[src/rtl/apb_slave_pkg.sv]
// Shared types and helpers for the APB3 memory completer.
package apb_slave_pkg;

    typedef enum logic [1:0] {
        IDLE   = 2'd0,
        SETUP  = 2'd1,
        ACCESS = 2'd2
    } state_t;

    // Word 0 holds the read-only identification word.
    localparam int unsigned ID_INDEX   = 0;
    // Byte address to word index.
    localparam int unsigned WORD_SHIFT = 2;

    // A transfer is in error when it is misaligned, outside storage,
    // or attempts to overwrite the ID word.
    function automatic logic apb_err(input logic [31:0] addr,
                                     input logic        wr,
                                     input int unsigned depth);
        logic [31:0] idx;
        idx = addr >> WORD_SHIFT;
        return (addr[1:0] != 2'b00) || (idx >= depth) || (wr && (idx == ID_INDEX));
    endfunction

endpackage

[src/rtl/apb_slave_regfile.sv]
// Word storage: synchronous write, asynchronous read, synchronous clear.
module apb_slave_regfile #(
    parameter int DEPTH      = 64,
    parameter int DATA_WIDTH = 32,
    parameter int IDX_W      = $clog2(DEPTH)
) (
    input  logic                  i_clk,
    input  logic                  i_clr,
    input  logic                  i_we,
    input  logic [IDX_W-1:0]      i_widx,
    input  logic [DATA_WIDTH-1:0] i_wdata,
    input  logic [IDX_W-1:0]      i_ridx,
    output logic [DATA_WIDTH-1:0] o_rdata
);

    logic [DATA_WIDTH-1:0] r_mem [DEPTH];

    // Clear wins over a write landing on the same edge.
    always_ff @(posedge i_clk) begin
        if (i_clr) begin
            for (int i = 0; i < DEPTH; i++) begin
                r_mem[i] <= '0;
            end
        end else if (i_we) begin
            r_mem[i_widx] <= i_wdata;
        end
    end

    assign o_rdata = r_mem[i_ridx];

endmodule

[src/rtl/apb3_slave_mem.sv]
// APB3 completer in front of a word register file with a fixed ID word
// and a configurable number of wait states per transfer.
//
// Handshake: a transfer is captured when PSEL=1 and PENABLE=0 are seen in
// IDLE; it completes in the single cycle where PREADY=1, which requires the
// FSM in ACCESS with the wait counter exhausted and PSEL=PENABLE=1. PRDATA
// and PSLVERR are meaningful only in that cycle; dropping PSEL before it
// abandons the transfer with no side effects.
module apb3_slave_mem
    import apb_slave_pkg::*;
#(
    parameter int                    ADDR_WIDTH  = 8,
    parameter int                    DATA_WIDTH  = 32,
    parameter int                    DEPTH       = 64,
    parameter int                    WAIT_CYCLES = 2,
    parameter logic [DATA_WIDTH-1:0] ID_VALUE    = 32'hA9B3_0001
) (
    input  logic                  PCLK,
    input  logic                  PRESET,
    input  logic                  PSEL,
    input  logic                  PENABLE,
    input  logic                  PWRITE,
    input  logic [ADDR_WIDTH-1:0] PADDR,
    input  logic [DATA_WIDTH-1:0] PWDATA,
    output logic [DATA_WIDTH-1:0] PRDATA,
    output logic                  PREADY,
    output logic                  PSLVERR,
    output logic [1:0]            o_dbg_state
);

    localparam int IDX_W = $clog2(DEPTH);
    localparam int CNT_W = (WAIT_CYCLES > 0) ? $clog2(WAIT_CYCLES + 1) : 1;

    state_t                r_state;
    state_t                w_next;
    logic [CNT_W-1:0]      r_cnt;
    logic [ADDR_WIDTH-1:0] r_addr;
    logic                  r_write;
    logic [DATA_WIDTH-1:0] r_wdata;

    logic                  w_start;
    logic                  w_ready;
    logic                  w_err;
    logic                  w_we;
    logic [IDX_W-1:0]      w_idx;
    logic [DATA_WIDTH-1:0] w_mem_rdata;

    assign w_start = (r_state == IDLE) && PSEL && !PENABLE;
    assign w_ready = (r_state == ACCESS) && (r_cnt == '0) && PSEL && PENABLE;
    assign w_err   = apb_err(32'(r_addr), r_write, DEPTH);
    assign w_idx   = r_addr[IDX_W+1:WORD_SHIFT];
    assign w_we    = w_ready && r_write && !w_err;

    // State register.
    always_ff @(posedge PCLK) begin
        if (PRESET) begin
            r_state <= IDLE;
        end else begin
            r_state <= w_next;
        end
    end

    // Next-state logic. A completed transfer returns to IDLE; a following
    // setup phase is presented in that same IDLE cycle and is captured on the
    // next edge, so back-to-back transfers need no extra bubble.
    always_comb begin
        w_next = r_state;
        case (r_state)
            IDLE:    if (PSEL && !PENABLE) w_next = SETUP;
            SETUP:   w_next = ACCESS;
            ACCESS:  if (!PSEL || w_ready) w_next = IDLE;
            default: w_next = IDLE;
        endcase
    end

    // Capture the request at setup and count down wait states in ACCESS.
    always_ff @(posedge PCLK) begin
        if (PRESET) begin
            r_cnt   <= '0;
            r_addr  <= '0;
            r_write <= 1'b0;
            r_wdata <= '0;
        end else if (w_start) begin
            r_cnt   <= CNT_W'(WAIT_CYCLES);
            r_addr  <= PADDR;
            r_write <= PWRITE;
            r_wdata <= PWDATA;
        end else if ((r_state == ACCESS) && PSEL && PENABLE && (r_cnt != '0)) begin
            r_cnt   <= r_cnt - CNT_W'(1);
        end
    end

    apb_slave_regfile #(
        .DEPTH      (DEPTH),
        .DATA_WIDTH (DATA_WIDTH),
        .IDX_W      (IDX_W)
    ) u_regfile (
        .i_clk   (PCLK),
        .i_clr   (PRESET),
        .i_we    (w_we),
        .i_widx  (w_idx),
        .i_wdata (r_wdata),
        .i_ridx  (w_idx),
        .o_rdata (w_mem_rdata)
    );

    // Read data only on a good read completion; zero everywhere else.
    always_comb begin
        PRDATA = '0;
        if (w_ready && !r_write && !w_err) begin
            PRDATA = (w_idx == IDX_W'(ID_INDEX)) ? ID_VALUE : w_mem_rdata;
        end
    end

    assign PREADY      = w_ready;
    assign PSLVERR     = w_ready && w_err;
    assign o_dbg_state = r_state;

endmodule

[config.mk]
export PLATFORM = sky130hd
export DESIGN_NAME = apb3_slave_mem
export DESIGN_NICKNAME = d
export VERILOG_FILES = /design/src/rtl/apb_slave_pkg.sv /design/src/rtl/apb_slave_regfile.sv /design/src/rtl/apb3_slave_mem.sv
export SDC_FILE = /design/constraint.sdc
export NUM_CORES = 2
export LEC_CHECK = 0
export ABC_AREA = 1
export CORE_MARGIN = 2
export CORE_UTILIZATION = 35
export DETAILED_ROUTE_END_ITERATION = 8
export PLACE_DENSITY_LB_ADDON = 0.3
export SLEW_MARGIN = 30
export SYNTH_ARGS = -nofsm -noshare
export SYNTH_HDL_FRONTEND = slang
export SYNTH_SLANG_ARGS = --single-unit
[constraint.sdc]
create_clock -name PCLK -period 12.3 [get_ports PCLK]
set_input_delay 2.46 -clock PCLK [delete_from_list [all_inputs] [get_ports PCLK]]
set_output_delay 2.46 -clock PCLK [all_outputs]
set_load 0.005 [all_outputs]
# After elaboration in Yosys (flattened, before gate mapping)
# Memory sizes are Yosys's and may differ from the RTL's. A register that Yosys moved wholly into a read port is not among the register bits.
# Cells that the tools add are included.
[totals]
regBits = 45
latch_bits = 0
ram_bits = 2048
rom_bits = 0
input_bits = 45
out_inout_bits = 36
word_cells = 62
memories = 1
[mem_list]
columns = ["name", "words", "width", "rd", "rd_ports_with_merged_regs", "write_ports", "line_no", "text"]
rows = [
  ["u_regfile.r_mem", 64, 32, 1, 1, 64, "apb_slave_regfile.sv:16", "logic [DATA_WIDTH-1:0] r_mem [DEPTH];"],
]
[classes]
n_addsub = 1
multipliers = 0
div_mod_pow = 0
order_cmp = 1
n_eq_ne = 4
n_shift = 0
muxes = 17
n_bitwise = 0
reduce_logical = 32
[ops]
columns = ["cell", "n"]
rows = [
  ["32-bit 2-to-1 mux", 3],
  ["32-bit zero test", 1],
  ["32-bit OR reduction", 1],
  ["6-bit 2-to-1 mux", 3],
  ["1-bit logical AND", 15],
  ["2-bit 2-to-1 mux", 4],
  ["6-bit by 7-bit >= comparator with 1-bit output (second input constant)", 1],
  ["6-bit zero test", 1],
  ["1-bit 2-to-1 mux", 6],
  ["2-bit case mux with 3 select lines", 1],
  ["2-bit nonzero test", 3],
  ["1-bit zero test", 4],
  ["2-bit zero test", 2],
  ["1-bit logical OR", 3],
  ["2-bit by 1-bit equality test with 1-bit output (second input constant)", 1],
  ["2-bit equality test (second input constant)", 1],
  ["2-bit by 1-bit inequality test with 1-bit output (second input constant)", 1],
  ["2-bit inequality test (second input constant)", 1],
  ["2-bit AND reduction", 1],
  ["2-bit OR reduction", 1],
  ["2-bit by 1-bit subtractor with 2-bit output (second input constant)", 1],
]

# Depth between registers and ports, before layout
[depth]
depth_word = 11
ltp_mapped = 14
mapped_depth_nobuf = 11

# Hierarchy
# Synthesis repeated with hierarchy kept, for this count alone.
[hier_totals]
cells_unflattened = 9582
area_unflattened_um2 = 93308.2
[modules_own_cells]
columns = ["module", "n_inst", "cells_per_inst", "area_each_um2"]
rows = [
  ["apb_slave_regfile", 1, 9294, 91327.6],
  ["apb3_slave_mem", 1, 288, 1980.6],
]

# Worst setup path after synthesis
# Ideal clock, no wire load.
[synth_timing]
path_kind = "in2reg"
startpoint = "input PSEL"
endpoint = "memory u_regfile.r_mem[14][0], enable pin"
setup_ps = 466
arrival_ps = 5965
slack_ps = 5870
stages = 7
n_path_buf = 1
cell_sequence = "inv_1 nor3_1 nand3_1 nor4_4 buf_2 inv_1 o21ai_0"
[synth_rtl]
columns = ["item", "line_no", "text"]
rows = [
  ["start: declaration", "apb3_slave_mem.sv:20", "input logic PSEL,"],
  ["end: declaration", "apb_slave_regfile.sv:16", ""],
]

==> qor.yml <==
drc: 0
cpPeakStageDelay_ns: 0.91
synth-seq-cells: 2099
wl_met3_microns: 31900
skew_ns: 0.0950
placementRows: 189
hp-start: "r_cnt[0]$_SDFFE_PP0P_"
worstMarginPinSlew_ns: 1.02
final.period_utilization_pct: 74.9
reg2regPathDepth: 10
clockBufferDepth: 3
min_path_cells: 2
drtPass1Iterations: 6
path_buf_inv: 4
io_buffers: 80
clkLatencyLatePin_ns: 0.89
routedWlPerCell_microns: 24.7
min_to: "r_cnt[0]$_SDFFE_PP0P_"
cts_tree: "built"
yosysWarningCount: 0
ant_nets: 0
holdBufCountCts: 0
post-dp-hpwl_microns: 175000
vdd_ir_drop_max_mv: 0.135
hp-class: "reg -> reg"
syn-cell-area_sq_um: 92800
top_layer: "met5"
max_freq_mhz: 109
dieArea_sq_um: 269000
post_cts_buffers: 0
synth_edf_count: 2048
die_y_microns: 519
slew_violations: 0
outcome: "completed"
cp-start-kind: "register"
drive_gt1_share_pct: 6.25
crit_top_cell: "nand3_1"
routed_via_density: 5.47
start_util_pct: 35.1
crit_family: "buffers and inverters"
min_period_ns: 9.21
synth_cell_types: 27
required_ns: 9.84
synth.largest_area_cell: "edfxtp_1"
place.gp.congestion: 0.863
utilization_pct: 39.2
synth_ff_type: "edfxtp_1"
finalSetupViolCount: 0
layout.nets: 9082
path_clk_slew_ns: 0.06
max-slew-margin-rel_pct: 32.2
grt_pass1_vias: 65184
worstPathArrival_ns: 6.75
cts-htree-levels: 4
io_pins: 81
power_density_nw_per_um2: 153
grt_overflow: 0
grt_max_degree: 187
critPathKind: "reg -> out"
antenna_found_initial: 8
core_area_sq_um: 264000
finalHoldViolCount: 0
synth_cells: 9345
die_w_microns: 519
met1_length_microns: 126000
post_cts_resized: 0
drv_cap: 0
r2r_slack_ns: 7.47
grt_pass1_wl_microns: 454000
slowest_stage: "dfxtp_4"
rsz0062_at_grt: "no"
cts_made_buffers: 219
synthTopCellsByCount: "nor2_1, edfxtp_1, nand2_1"
synthTopCellsByArea: "edfxtp_1, nor2_1, nand3_1"
r2r_end: "u_regfile.r_mem[7][21]$_SDFFCE_PN0P_"
synth.avg_cell_area_sq_um: 9.93
cp_cell_sequence: "buf_12, buf_4, buf_4, nand2_1, nand3_1, nand3_1, nand3_1, nand3_1, nand3_1, nand2_1, nor2_1, clkdlybuf4s50_1"
netlist.area_leader.share_pct: 66.3
power_leakage_uw: 0.0357
ys_seq_area_share_pct: 67.4
fin_hold_ws_ns: 0.469
wl_microns: 315000
finalSetupTns_ns: 0
area_delta_synth_final_pct: 11.6
path_max_fanout: 154
async_reset_ff_share_pct: 0
drt-initial-drc-count: 9232
cts.sinks: 2099
critPathCaptureType: "output port"
grt_usage_pct: 22.7
wl_met2_microns: 142000
r2r-start: "r_addr[5]$_SDFFE_PP0P_"
nFillCells: 25877
yosysMostFrequentCell: "nor2_1"
root_buffer: "clkbuf_16"
vias: 69662
## worst register-to-register path, delay by kind of cell, from the launching register on
kind                   cells  cell delay (ns)
and+or+nand+nor            5             2.31
AOI/OAI and AO/OA          1             0.23
buffers and inverters      4             1.65
DFF                        1             0.31
## logic make-up (layout without fill, tap and decap cells)
| family | count (synthesis) | count (layout) | share of synthesized area (%) |
|---|---|---|---|
| adders and majority gates | 1 | 1 | 0.0135 |
| other | 1 | 35 | 0.00404 |
| DFF | 2099 | 2099 | 67.4 |
| and+or+nand+nor | 5869 | 5869 | 26.2 |
| buffers and inverters | 943 | 776 | 3.97 |
| AOI/OAI and AO/OA | 432 | 432 | 2.50 |
## where the power goes
part,total (uW),internal (uW),switching (uW)
Clock,6400,3550,2850
Combinational,1310,261,1050
Sequential,8140,8070,79.3
Total,15900,11900,3970
## final cells by class
| class | count | area (sq um) | share of cell area, % |
|---|---|---|---|
| sequential | 2099 | 62500 | 60.4 |
| clock inverter | 118 | 1070 | 1.04 |
| inverter | 82 | 369 | 0.356 |
| clock buffer | 276 | 5740 | 5.54 |
| timing repair buffer | 300 | 2650 | 2.56 |
| multi-input combinational | 6334 | 26800 | 25.9 |
| tap | 3533 | 4420 | 4.27 |
| antenna | 3 | 7.51 | 0.00725 |
## how the worst max path moves through the flow
stage	startpoint	to	slack, ns	cells past startpoint
after floorplan	PSEL	u_regfile.r_mem[14][0]$_SDFFCE_PN0P_	5.87	7
after global placement	PSEL	PRDATA[15]	3.57	10
after detailed placement	PSEL	PRDATA[15]	3.76	10
after CTS	register	PRDATA[22]	3.20	12
after global routing	register	PRDATA[22]	2.97	12
final	register	PRDATA[22]	3.09	12
## state kept, by name, indices dropped and copies added (netlist names), named ones only
signal	cells
u_regfile.r_mem	2048
r_write	1
r_addr	8
o_dbg_state	2
r_cnt	2
r_wdata	32
## per-layer routing
metal	track usage, %	vias up
met5	0	-
met4	10.6	2
met3	5.00	553
met2	34.7	3535
met1	30.6	34500
li1	-	31072
## stage by stage
stage / power, uW / cell area [sq um] / std cells / setup WS (ns)
after floorplan: 8980 / 92900 / 9376 / 5.87
after global placement: 9560 / 96700 / 12348 / 3.57
after detailed placement: 9580 / 96800 / 12348 / 3.76
after CTS: 15900 / 104000 / 12742 / 3.20
after global routing: 16300 / 104000 / 12745 / 2.97
final: 15900 / 104000 / 12745 / 3.09
## cells in the final DEF, fill, tap and decap left out, types with 4 or more instances in the layout
cell | synthesis | final
bufinv_16 | 0 | 12
nand2_1 | 1942 | 1940
buf_12 | 0 | 14
buf_6 | 0 | 7
inv_2 | 36 | 10
clkbuf_16 | 0 | 221
nand4_1 | 42 | 42
nor3_4 | 0 | 5
buf_4 | 2 | 199
clkbuf_1 | 663 | 55
nor2_1 | 2255 | 2254
clkinv_16 | 0 | 7
inv_8 | 0 | 4
conb_1 | 1 | 32
nand3_1 | 1576 | 1576
clkinv_1 | 3 | 54
inv_1 | 43 | 40
o21ai_0 | 243 | 242
o22ai_1 | 88 | 88
clkinv_2 | 0 | 60
clkdlybuf4s50_1 | 0 | 79
nor3_1 | 36 | 35
inv_6 | 0 | 4
edfxtp_1 | 2048 | 2048
dfxtp_1 | 51 | 45
a211oi_1 | 19 | 19
dfxtp_4 | 0 | 4
nand4_2 | 6 | 6
a21oi_1 | 81 | 81
Note: power is estimated with default switching activity, not from simulation.
